===== src/rtl/instr_decode_stage.sv =====
// RV32I/E instruction-decode pipeline stage: registered field split, immediate build,
// ALU control and illegal detection. Define FRISCV_ID_SKID_EN for a one-entry skid buffer.
module instr_decode_stage #(
  parameter int ARCH          = 32,
  parameter int REGFILE_DEPTH = 32,
  localparam int RW           = $clog2(REGFILE_DEPTH)
) (
  input  logic            clk,
  input  logic            rst,
  input  logic [31:0]     instr_in,
  input  logic [ARCH-1:0] pc_in,
  input  logic            valid_in,
  output logic            ready_out,
  input  logic            flush_in,
  output logic            valid_out,
  input  logic            ready_in,
  output logic [ARCH-1:0] pc_out,
  output logic [6:0]      op_code_out,
  output logic [2:0]      func3_out,
  output logic [6:0]      func7_out,
  output logic [RW-1:0]   rs1_out,
  output logic [RW-1:0]   rs2_out,
  output logic [RW-1:0]   rd_out,
  output logic [ARCH-1:0] imm_out,
  output logic [2:0]      instr_type_out,
  output logic [3:0]      alu_ctrl_out,
  output logic            illegal_out
);

  localparam logic [6:0] OP_R = 7'b0110011, OP_IMM = 7'b0010011, OP_LOAD = 7'b0000011,
                         OP_JALR = 7'b1100111, OP_STORE = 7'b0100011, OP_BRANCH = 7'b1100011,
                         OP_LUI = 7'b0110111, OP_AUIPC = 7'b0010111, OP_JAL = 7'b1101111;
  localparam logic [2:0] T_R = 3'd0, T_I = 3'd1, T_S = 3'd2, T_B = 3'd3, T_U = 3'd4,
                         T_J = 3'd5, T_ILL = 3'd7;
  localparam logic [3:0] ALU_ADD = 4'd0, ALU_SUB = 4'd1, ALU_SLL = 4'd2, ALU_SLT = 4'd3,
                         ALU_SLTU = 4'd4, ALU_XOR = 4'd5, ALU_SRL = 4'd6, ALU_SRA = 4'd7,
                         ALU_OR = 4'd8, ALU_AND = 4'd9, ALU_PASS_B = 4'd10;

  typedef struct packed {
    logic [ARCH-1:0] pc;
    logic [6:0]      op_code;
    logic [2:0]      func3;
    logic [6:0]      func7;
    logic [RW-1:0]   rs1;
    logic [RW-1:0]   rs2;
    logic [RW-1:0]   rd;
    logic [ARCH-1:0] imm;
    logic [2:0]      itype;
    logic [3:0]      alu;
    logic            illegal;
  } entry_t;

  function automatic logic [3:0] alu_from_f3(input logic [2:0] f3, input logic f7b5,
                                             input logic is_r);
    case (f3)
      3'b000:  return (is_r && f7b5) ? ALU_SUB : ALU_ADD;
      3'b001:  return ALU_SLL;
      3'b010:  return ALU_SLT;
      3'b011:  return ALU_SLTU;
      3'b100:  return ALU_XOR;
      3'b101:  return f7b5 ? ALU_SRA : ALU_SRL;
      3'b110:  return ALU_OR;
      default: return ALU_AND;
    endcase
  endfunction

  logic signed [11:0] imm_i_s, imm_s_s;
  logic signed [12:0] imm_b_s;
  logic signed [31:0] imm_u_s;
  logic signed [20:0] imm_j_s;

  assign imm_i_s = instr_in[31:20];
  assign imm_s_s = {instr_in[31:25], instr_in[11:7]};
  assign imm_b_s = {instr_in[31], instr_in[7], instr_in[30:25], instr_in[11:8], 1'b0};
  assign imm_u_s = {instr_in[31:12], 12'b0};
  assign imm_j_s = {instr_in[31], instr_in[19:12], instr_in[20], instr_in[30:21], 1'b0};

  entry_t          dec;
  logic [6:0]      opc, f7;
  logic [2:0]      f3, itype;
  logic [3:0]      alu;
  logic [ARCH-1:0] imm;
  logic            use_rs1, use_rs2, use_rd, use_f3, use_f7, bad;

  always_comb begin
    opc     = instr_in[6:0];
    f3      = instr_in[14:12];
    f7      = instr_in[31:25];
    use_rs1 = 1'b0;
    use_rs2 = 1'b0;
    use_rd  = 1'b0;
    use_f3  = 1'b0;
    use_f7  = 1'b0;
    bad     = 1'b0;
    itype   = T_ILL;
    imm     = '0;
    alu     = ALU_ADD;
    case (opc)
      OP_R: begin
        itype = T_R; use_rs1 = 1'b1; use_rs2 = 1'b1; use_rd = 1'b1; use_f3 = 1'b1; use_f7 = 1'b1;
        alu = alu_from_f3(f3, f7[5], 1'b1);
        if (!(f7 == 7'h00 || (f7 == 7'h20 && (f3 == 3'b000 || f3 == 3'b101)))) bad = 1'b1;
      end
      OP_IMM: begin
        itype = T_I; use_rs1 = 1'b1; use_rd = 1'b1; use_f3 = 1'b1;
        imm = ARCH'(imm_i_s);
        alu = alu_from_f3(f3, f7[5], 1'b0);
        // Only shift-immediates carry a func7; other OP-IMM ops use bit 30 as immediate.
        if (f3 == 3'b001 || f3 == 3'b101) begin
          use_f7 = 1'b1;
          if (!(f7 == 7'h00 || (f3 == 3'b101 && f7 == 7'h20))) bad = 1'b1;
        end
      end
      OP_LOAD, OP_JALR: begin
        itype = T_I; use_rs1 = 1'b1; use_rd = 1'b1; use_f3 = 1'b1;
        imm = ARCH'(imm_i_s);
        if (opc == OP_JALR && f3 != 3'b000) bad = 1'b1;
      end
      OP_STORE: begin
        itype = T_S; use_rs1 = 1'b1; use_rs2 = 1'b1; use_f3 = 1'b1;
        imm = ARCH'(imm_s_s);
      end
      OP_BRANCH: begin
        itype = T_B; use_rs1 = 1'b1; use_rs2 = 1'b1; use_f3 = 1'b1;
        imm = ARCH'(imm_b_s);
        alu = ALU_SUB;
      end
      OP_LUI, OP_AUIPC: begin
        itype = T_U; use_rd = 1'b1;
        imm = ARCH'(imm_u_s);
        alu = (opc == OP_LUI) ? ALU_PASS_B : ALU_ADD;
      end
      OP_JAL: begin
        itype = T_J; use_rd = 1'b1;
        imm = ARCH'(imm_j_s);
      end
      default: bad = 1'b1;
    endcase
    if (instr_in[1:0] != 2'b11) bad = 1'b1;
    if (REGFILE_DEPTH == 16 && ((use_rs1 && instr_in[19]) || (use_rs2 && instr_in[24]) ||
                                (use_rd && instr_in[11]))) bad = 1'b1;

    dec         = '0;
    dec.pc      = pc_in;
    dec.op_code = opc;
    if (bad) begin
      dec.itype   = T_ILL;
      dec.illegal = 1'b1;
    end else begin
      dec.itype = itype;
      dec.imm   = imm;
      dec.alu   = alu;
      dec.func3 = use_f3 ? f3 : 3'b000;
      dec.func7 = use_f7 ? f7 : 7'b0;
      dec.rs1   = use_rs1 ? instr_in[15 +: RW] : '0;
      dec.rs2   = use_rs2 ? instr_in[20 +: RW] : '0;
      dec.rd    = use_rd ? instr_in[7 +: RW] : '0;
    end
  end

  entry_t out_q, out_d;
  logic   valid_q, valid_d, load, accept;

`ifdef FRISCV_ID_SKID_EN
  entry_t skid_q, skid_d;
  logic   skid_valid_q, skid_valid_d;

  assign ready_out = !skid_valid_q;
`else
  assign ready_out = !valid_q | ready_in;
`endif

  assign accept = valid_in & ready_out;
  assign load   = !valid_q | ready_in;

  always_comb begin
    out_d   = out_q;
    valid_d = valid_q;
`ifdef FRISCV_ID_SKID_EN
    skid_d       = skid_q;
    skid_valid_d = skid_valid_q;
`endif
    if (flush_in) begin
      valid_d = 1'b0;
`ifdef FRISCV_ID_SKID_EN
      skid_valid_d = 1'b0;
`endif
    end else if (load) begin
`ifdef FRISCV_ID_SKID_EN
      // A held skid entry is older than anything on the input, so it drains first.
      if (skid_valid_q) begin
        out_d        = skid_q;
        valid_d      = 1'b1;
        skid_valid_d = 1'b0;
      end else begin
        valid_d = accept;
        if (accept) out_d = dec;
      end
`else
      valid_d = accept;
      if (accept) out_d = dec;
`endif
    end
`ifdef FRISCV_ID_SKID_EN
    else if (accept) begin
      skid_d       = dec;
      skid_valid_d = 1'b1;
    end
`endif
  end

  always_ff @(posedge clk or posedge rst) begin
    if (rst) begin
      out_q   <= '0;
      valid_q <= 1'b0;
`ifdef FRISCV_ID_SKID_EN
      skid_q       <= '0;
      skid_valid_q <= 1'b0;
`endif
    end else begin
      out_q   <= out_d;
      valid_q <= valid_d;
`ifdef FRISCV_ID_SKID_EN
      skid_q       <= skid_d;
      skid_valid_q <= skid_valid_d;
`endif
    end
  end

  assign valid_out      = valid_q;
  assign pc_out         = out_q.pc;
  assign op_code_out    = out_q.op_code;
  assign func3_out      = out_q.func3;
  assign func7_out      = out_q.func7;
  assign rs1_out        = out_q.rs1;
  assign rs2_out        = out_q.rs2;
  assign rd_out         = out_q.rd;
  assign imm_out        = out_q.imm;
  assign instr_type_out = out_q.itype;
  assign alu_ctrl_out   = out_q.alu;
  assign illegal_out    = out_q.illegal;

endmodule


===== config.mk =====
export PLATFORM = sky130hd
export DESIGN_NAME = instr_decode_stage
export DESIGN_NICKNAME = d
export VERILOG_FILES = /design/src/rtl/instr_decode_stage.sv
export SDC_FILE = /design/constraint.sdc
export NUM_CORES = 1
export LEC_CHECK = 0
export ABC_AREA = 1
export CORE_UTILIZATION = 49
export CTS_CLUSTER_SIZE = 25
export DETAILED_ROUTE_END_ITERATION = 16
export PLACE_DENSITY = 0.85
export RECOVER_POWER = 100
export SLEW_MARGIN = 20
export SYNTH_ARGS = -nofsm -noshare
export SYNTH_HDL_FRONTEND = slang
export SYNTH_SLANG_ARGS = --single-unit

===== constraint.sdc =====
create_clock -name clk -period 9.68 [get_ports clk]
set_clock_uncertainty 0.2 [all_clocks]
set_input_delay 1.936 -clock clk [delete_from_list [all_inputs] [get_ports clk]]
set_output_delay 1.936 -clock clk [all_outputs]
set_load 0.1 [all_outputs]

After elaboration in Yosys (flattened, before gate mapping):

Index checks and enable logic that the tools add are counted.

* output and inout bits: 106
* input bits: 69
* bits in registers: 105

* bitwise gates (word level): 3
* multiplexer cells: 30
* reductions and logical operators: 20
* equal/unequal tests: 17

Operators with widths (count)
* one-hot mux 32 bit (5 select lines): 1
* 2-to-1 mux 57 bit: 1
* one-hot mux 4 bit (7 select lines): 2
* equality test 7 x 6 -> 1 bit (second input constant): 4
* equality test 7 bit (second input constant): 3
* one-hot mux 3 bit (6 select lines): 1
* one-hot mux 4 bit (4 select lines): 1
* 2-to-1 mux 5 bit: 3
* equality test 7 x 5 -> 1 bit (second input constant): 2
* 2-to-1 mux 1 bit: 14
* equality test 3 bit (second input constant): 3
* 2-to-1 mux 4 bit: 2
* equality test 7 x 2 -> 1 bit (second input constant): 1
* logical NOT 7 bit: 1
* 2-to-1 mux 7 bit: 1
* OR reduction 7 bit: 1
* equality test 3 x 2 -> 1 bit (second input constant): 2
* 2-to-1 mux 3 bit: 2
* OR reduction 3 bit: 2
* OR reduction 6 bit: 1
* OR reduction 5 bit: 1
* logical OR 1 bit: 4
* one-hot mux 1 bit (4 select lines): 1
* OR reduction 2 bit: 2
* other kinds (12): 14

Depth between registers and ports, before layout:

Gate-level depths: netlist of the first run.

* depth in word-level cells: 8
* mapped depth: 13
* gate-level depth less buffers: 11

Worst setup path before layout of the first run:

OpenSTA, ideal clock, no wires.

* path kind: input -> output
* start point: input ready_in
* end point: output ready_out
* data arrival time: 2.574 ns
* slack: 4.970 ns
* path buffers: 0
* cell stages on the path: 2
* cell sequence: nor2_1 inv_1

* longest elaborated chain between the ends: 1

RTL lines
* from (decl): RTL line 16 `input logic ready_in,`
* bitwise OR 1 bit: RTL line 170 `assign ready_out = !valid_q | ready_in;`
* to (decl): RTL line 13 `output logic ready_out,`

Every way passes these cells.

Worst setup path in the final report of the first run:

* start point: input ready_in
* end point: register out_q, in the netlist op_code_out[6]

* longest elaborated chain between the ends: 3

RTL lines
* bitwise OR 1 bit *: RTL line 170, 174
* bitwise AND 1 bit: RTL line 173 `assign accept = valid_in & ready_out;`
* AND reduction 3 bit (no line) *
* to (signal assigned): RTL line 221 `out_q <= out_d;`
* to (decl): RTL line 161 `entry_t out_q, out_d;`

Mark *: on every way between the ends. The rest lies on a longest branch, timed or not.
A chain may end at the register's enable or synchronous reset.

==> run_results.csv, run 1 <==
group,metric,value,unit
outcome,status,"finished, violations left",
outcome,violations,"max-capacitance violations, max-slew violations",
critical_path,max_stage_delay,2.10,ns
critical_path,start_kind,"input port",
pwr,pwr_density_cell,157.6,nW/µm²
pwr,combPwrFrac,0.327,
placed_design,hpwl,10080,µm
yosys,yosysUniqueCellTypes,22,
die,die_w,102.6,µm
timing,fin_crit,6.953,ns
clock_tree,clk_pin_slew_worst_paths,0.08,ns
pwr,power,1.094,mW
die,rows,36,
critical_path,crit_fanout,70,
route,totalWireLength,13750,µm
timing,tns,0,ns
timing,fmax,0.1438,GHz
global_route,antenna_found_initial,0,
final_layout,drive_gt1_frac,0.04490,
yosys,synth.top_cells.by_area,"dfrtp_1 (53%), nand2_1 (22%), nor2_1 (7.0%)",
final_layout,syn2layout_area_growth,39.85,%
clock_tree,clkSinkCount,105,
yosys,async_flop_share,1.000,
route,dr.pass1.iters,5,
final_layout,n_fill_cell,783,
die,die_y,102.6,µm
timing,report.final.slew_viol_count,179,
global_route,grt-ovfl-total,0,
critical_path,crit_slowest_cell,"clkbuf_1",
route,viasPerCell,5.030,
final_layout,seq_area,2628,µm²
pwr,internal_power,0.6588,mW
critical_path,critical_path_class,"input port to register",
critical_path,cp.required,9.71,ns
placed_design,port_buffers,174,
timing,setup_viol,0,
pwr,p_leak,3.695,nW
yosys,synth_edf_count,0,
route,drc,0,
pwr,ir_worst_vdd,104.0,µV
route,num_vias,4814,
yosys,syn_area_per_cell,7.532,µm²
global_route,grt_max_degree,71,
route,drtIter0Drc,286,
final_layout,multi_input_area,2038,µm²
clock_tree,root_buffer,"clkbuf_8",
route,wl_per_cell,14.37,µm
hold_path,min-delay-start,"pc_out[18]$_DFFE_PP0P_",
clock_tree,clock_latency,0.37,ns
die,start_util,0.5078,
yosys,syn_area,4964,µm²
clock_tree,cts_tree,"yes",
critical_path,timing.rr.start,"valid_out$_DFFE_PP0P_",
final_layout,fin_nets,888,
pwr,switchingPower,0.4349,mW
global_route,grtUsageTotal,0.2717,
yosys,postSynthCellCount,659,
critical_path,worstPathArrival,6.98,ns
pwr,power_frac_clock,0.236,
critical_path,worstPathCellList,"dlygate4sd3_1 > nor2_1 > nor3_2 > clkbuf_1 > inv_1 > buf_4 > nand2_1 > o21ai_0",
timing,rsz0062_at_grt,"no",
hold_path,hp-class,"register to register",
yosys,synth_seq_cells,105,
final_layout,n_antenna_cell,0,
global_route,grt_pass1_wl,22020,µm
pwr,seq_power_share,0.438,
yosys,yosysTopAreaCellShare,0.5294,
timing,tightest_slew,3.537,ns
die,ioPinCount,175,
yosys,synth_most_common_cell,"nand2_1",
die,die-area,10540,µm²
clock_tree,htreeDepth,3,
yosys,ys_seq_area_frac,0.5294,
timing,hold_violations,0,
timing,post-route-period-util,0.7183,
timing,max_slew_margin,-1.358,
critical_path,r2r_slack,4.41,ns
yosys,synth_ff_type,"dfrtp_1",
route,detail-route-antenna-nets,0,
die,fp.coreArea,9774,µm²
run,cap_violations,3,
pwr,p_sw_frac,0.3976,
critical_path,startpoint,"ready_in",
yosys,yosysWarnings,0,
clock_tree,cts_made_buffers,9,
clock_tree,cts_setup_buffers,0,
clock_tree,postCtsHoldBufs,0,
yosys,yosysTopAreaCell,"dfrtp_1",
placed_design,gp_congestion,0.9614,
clock_tree,cts_buffer_depth,2,
yosys,netlist_top_cells_count,"nand2_1 (295), dfrtp_1 (105), nor2_1 (93)",
global_route,grt_pass1_vias,4701,
clock_tree,cts_resized,0,
yosys,syn_nets,728,
critical_path,cp-end-kind,"register",
flip-flops by register name, indices dropped and copies added, names as in the netlist:
signal / count
illegal_out: 1
valid_out: 1
op_code_out: 7
func7_out: 7
rd_out: 5
pc_out: 32
alu_ctrl_out: 4
rs2_out: 5
instr_type_out: 3
rs1_out: 5
imm_out: 32
func3_out: 3
area by class of cell:
type,instances,share of cell area
clock buffer,15,0.02541
clock inverter,1,0.001262
inverter,39,0.02127
multi-input combinational,486,0.2936
sequential,105,0.3785
tap,133,0.02397
timing repair buffer,178,0.2559
logic make-up (layout without fill, tap and decap cells):
logic type,count (synthesis),after routing,synth area share
AND/OR/NAND/NOR,453,453,0.3718
AO/OA/AOI/OAI,33,33,0.03781
flip-flops,105,105,0.5294
buffers and inverters,68,233,0.06100
worst max-delay path, delay by kind of cell:
| family | cells | cell delay [ns] |
|---|---|---|
| simple gates | 3 | 0.28 |
| compound gates | 1 | 0.08 |
| buf+inv | 4 | 4.66 |
per-layer routing:
layer  part of all wire  vias up  GRT usage
met2               0.48      194     0.4574
met1               0.41     2249     0.3345
met3              0.089       26    0.06915
met4              0.023        0     0.1088
li1                   -     2345          -
met5                  0        -          0
power groups by stage:
stage | logic, mW | clock network [mW] | registers [mW]
final | 0.357 | 0.258 | 0.479
after global routing | 0.374 | 0.279 | 0.483
after global placement | 0.363 | 0 | 0.488
after detailed placement | 0.367 | 0 | 0.489
after CTS | 0.368 | 0.264 | 0.480
after floorplan | 0.0595 | 0 | 0.690
cell usage in the layout (no fill, tap or decap), drive strengths merged, types with 4 or more instances in the layout:
cell type | Yosys | final
nand3 | 44 | 44
o21ai | 18 | 18
a22oi | 4 | 4
clkbuf | 16 | 17
nand4 | 5 | 5
dfrtp | 105 | 105
clkdlybuf4s50 | 0 | 66
nand2 | 303 | 303
a21oi | 6 | 6
inv | 38 | 37
nor2 | 99 | 99
dlygate4sd3 | 0 | 108
a21boi | 4 | 4
metrics by stage:
stage / cells / cell area, µm² / hold slack (ns) / utilization / setup slack [ns]
global route: 957 / 6942 / 0.2989 / 0.7102 / 2.199
global placement: 940 / 6745 / 0.2559 / 0.6901 / 3.903
CTS: 956 / 6930 / 0.2808 / 0.7090 / 3.848
floorplan: 659 / 4964 / 0.7511 / - / 4.783
finish: 957 / 6942 / 0.2733 / 0.7102 / 2.727
detailed placement: 940 / 6745 / 0.2609 / 0.6901 / 3.851
worst paths after layout:
path | to | cells after the start
max in group asynchronous | rd_out[1]$_DFFE_PP0P_ | 3
hold / removal | pc_out[18]$_DFFE_PP0P_ | 2
setup reg to reg | op_code_out[6]$_DFFE_PP0P_ | 8
setup / recovery | op_code_out[6]$_DFFE_PP0P_ | 8
hold reg to reg | pc_out[18]$_DFFE_PP0P_ | 2
min in group asynchronous | pc_out[19]$_DFFE_PP0P_ | 2
No activity file was read; power rests on OpenSTA's default activity.
==> inputs of run 2 (changes only) <==
--- a/config.mk
+++ b/config.mk
@@ -6,10 +6,10 @@
 export NUM_CORES = 1
 export LEC_CHECK = 0
 export ABC_AREA = 1
-export CORE_UTILIZATION = 49
+export CORE_UTILIZATION = 45
 export CTS_CLUSTER_SIZE = 25
 export DETAILED_ROUTE_END_ITERATION = 16
-export PLACE_DENSITY = 0.85
+export PLACE_DENSITY = 0.79
 export RECOVER_POWER = 100
 export SLEW_MARGIN = 20
 export SYNTH_ARGS = -nofsm -noshare
==> constraint.sdc (replaced) <==
create_clock -name clk -period 6.95 [get_ports clk]
set_clock_uncertainty 0.2 [all_clocks]
set_input_delay 1.39 -clock clk [delete_from_list [all_inputs] [get_ports clk]]
set_output_delay 1.39 -clock clk [all_outputs]
set_load 0.1 [all_outputs]
==> run_results.csv, run 2 (synthesized netlist as in run 1, its figures left out) <==
group,metric,value,unit
final_layout,fin_nets,888,
placed_design,place_area,6749,µm²
outcome,violations,"max-capacitance violations, max-slew violations",
critical_path,crit_path_end,"rs2_out[2]$_DFFE_PP0P_",
critical_path,r2r-end,"rs2_out[2]$_DFFE_PP0P_",
global_route,grt_pass1_vias,4539,
critical_path,cp-end-kind,"register",
clock_tree,root_buffer,"clkbuf_8",
timing,post-route-period-util,0.7667,
route,wl_per_cell,14.01,µm
final_layout,syn2layout_area_growth,40.74,%
global_route,antenna_found_initial,0,
clock_tree,cts_buffer_depth,2,
timing,tns,0,ns
route,detail-route-antenna-nets,0,
final_layout,seq_area,2628,µm²
final_layout,multi_input_area,2033,µm²
die,die-area,11450,µm²
critical_path,worstPathArrival,5.39,ns
global_route,grtUsageTotal,0.2395,
critical_path,start_kind,"input port",
final_layout,final_area,6985,µm²
clock_tree,cts_tree,"yes",
die,rows,37,
critical_path,crit_fanout,71,
final_layout,n_antenna_cell,0,
timing,report.final.slew_viol_count,180,
clock_tree,clk_pin_slew_worst_paths,0.10,ns
final_layout,n_fill_cell,890,
critical_path,r2r_slack,2.73,ns
pwr,pwr_density_cell,226.8,nW/µm²
route,drc,0,
critical_path,critical_path_class,"input port to register",
hold_path,hp-class,"register to register",
die,die_y,107.0,µm
timing,fmax,0.1877,GHz
timing,setup_viol,0,
route,dr.pass1.iters,5,
placed_design,gp_congestion,0.9446,
run,cap_violations,3,
timing,fin_crit,5.328,ns
global_route,grt_pass1_wl,21500,µm
route,viasPerCell,5.029,
clock_tree,postCtsHoldBufs,0,
final_layout,final_common_cell,"nand2_1",
placed_design,hpwl,9719,µm
clock_tree,cts_setup_buffers,0,
critical_path,startpoint,"ready_in",
clock_tree,cts_resized,0,
clock_tree,cts_made_buffers,9,
route,totalWireLength,13450,µm
critical_path,cp.required,7.01,ns
die,fp.coreArea,10510,µm²
clock_tree,htreeDepth,3,
timing,hold_violations,0,
placed_design,port_buffers,174,
die,start_util,0.4723,
die,die_w,107.0,µm
pwr,ir_worst_vdd,163.3,µV
timing,rsz0062_at_grt,"no",
route,num_vias,4828,
final_layout,drive_gt1_frac,0.04976,
timing,tightest_slew,2.280,ns
critical_path,r2r_cells,7,
pwr,p_leak,3.719,nW
global_route,grt-ovfl-total,0,
timing,max_slew_margin,-0.5282,
outcome,status,"finished, violations left",
critical_path,timing.rr.start,"valid_out$_DFFE_PP0P_",
hold_path,hold_depth,2,
clock_tree,clkSinkCount,105,
clock_tree,clock_latency,0.36,ns
global_route,grt_max_degree,72,
die,ioPinCount,175,
route,drtIter0Drc,363,
final_layout,mostFrequentLayoutCells,"nand2_1 (295), dlygate4sd3_1 (108), dfrtp_1 (105)",
## run 2: cell count changes in the layout (fill, tap and decap cells not counted), sizes merged
| cell | delta |
|---|---|
| bufinv | +2 |
| clkinvlp | +1 |
| clkbuf | -5 |
| clkinv | +2 |
## run 2: final cells by class
| cell class | count | share of cell area |
|---|---|---|
| clock buffer | 10 | 0.01970 |
| clock inverter | 6 | 0.01290 |
| inverter | 39 | 0.02131 |
| multi-input combinational | 486 | 0.2911 |
| sequential | 105 | 0.3761 |
| tap | 136 | 0.02436 |
| timing repair buffer | 178 | 0.2545 |
## run 2: per-layer routing
metal | vias to the layer above | global-route usage | share of wire
met2 | 208 | 0.3959 | 0.47
li1 | 2356 | - | -
met1 | 2245 | 0.3097 | 0.43
met5 | - | 0 | 0
met3 | 19 | 0.05106 | 0.083
met4 | 0 | 0.08806 | 0.018
## run 2: per-stage QoR
step                      total power, mW  std cells  utilization  setup WS (ns)  hold WS, ns
after detailed placement            1.190        943       0.6422          2.263       0.2596
after global routing                1.645        960       0.6647          1.202       0.2924
after global placement              1.185        943       0.6422          2.269       0.2541
final                               1.584        960       0.6647          1.622       0.2720
after CTS                           1.610        959       0.6639          2.258       0.2811
after floorplan                     1.044        659            -          2.599       0.7511
## run 2: how the worst min path moves through the flow
| stage | startpoint | endpoint |
|---|---|---|
| 5_1_grt | pc_out[16]$_DFFE_PP0P_ | pc_out[16]$_DFFE_PP0P_ |
| 3_3_place_gp | pc_out[0]$_DFFE_PP0P_ | pc_out[0]$_DFFE_PP0P_ |
| 6_report | pc_out[3]$_DFFE_PP0P_ | pc_out[3]$_DFFE_PP0P_ |
| 3_5_place_dp | op_code_out[0]$_DFFE_PP0P_ | op_code_out[0]$_DFFE_PP0P_ |
| 2_1_floorplan | func7_out[0]$_DFFE_PP0P_ | func7_out[0]$_DFFE_PP0P_ |
| 4_1_cts | pc_out[9]$_DFFE_PP0P_ | pc_out[9]$_DFFE_PP0P_ |
## run 2: power by group
part / switching [mW] / internal, mW
combinational: 0.388 / 0.108
sequential: 0.0179 / 0.648
clock: 0.207 / 0.215
total: 0.613 / 0.971
## run 2: worst max-delay path, stage by stage
cell	delay (ns)
dlygate4sd3_1	0.53
nor2_1	0.05
nor3_1	0.24
clkinvlp_2	1.81
clkbuf_1	1.02
nand2_1	0.25
nand2_1	0.08
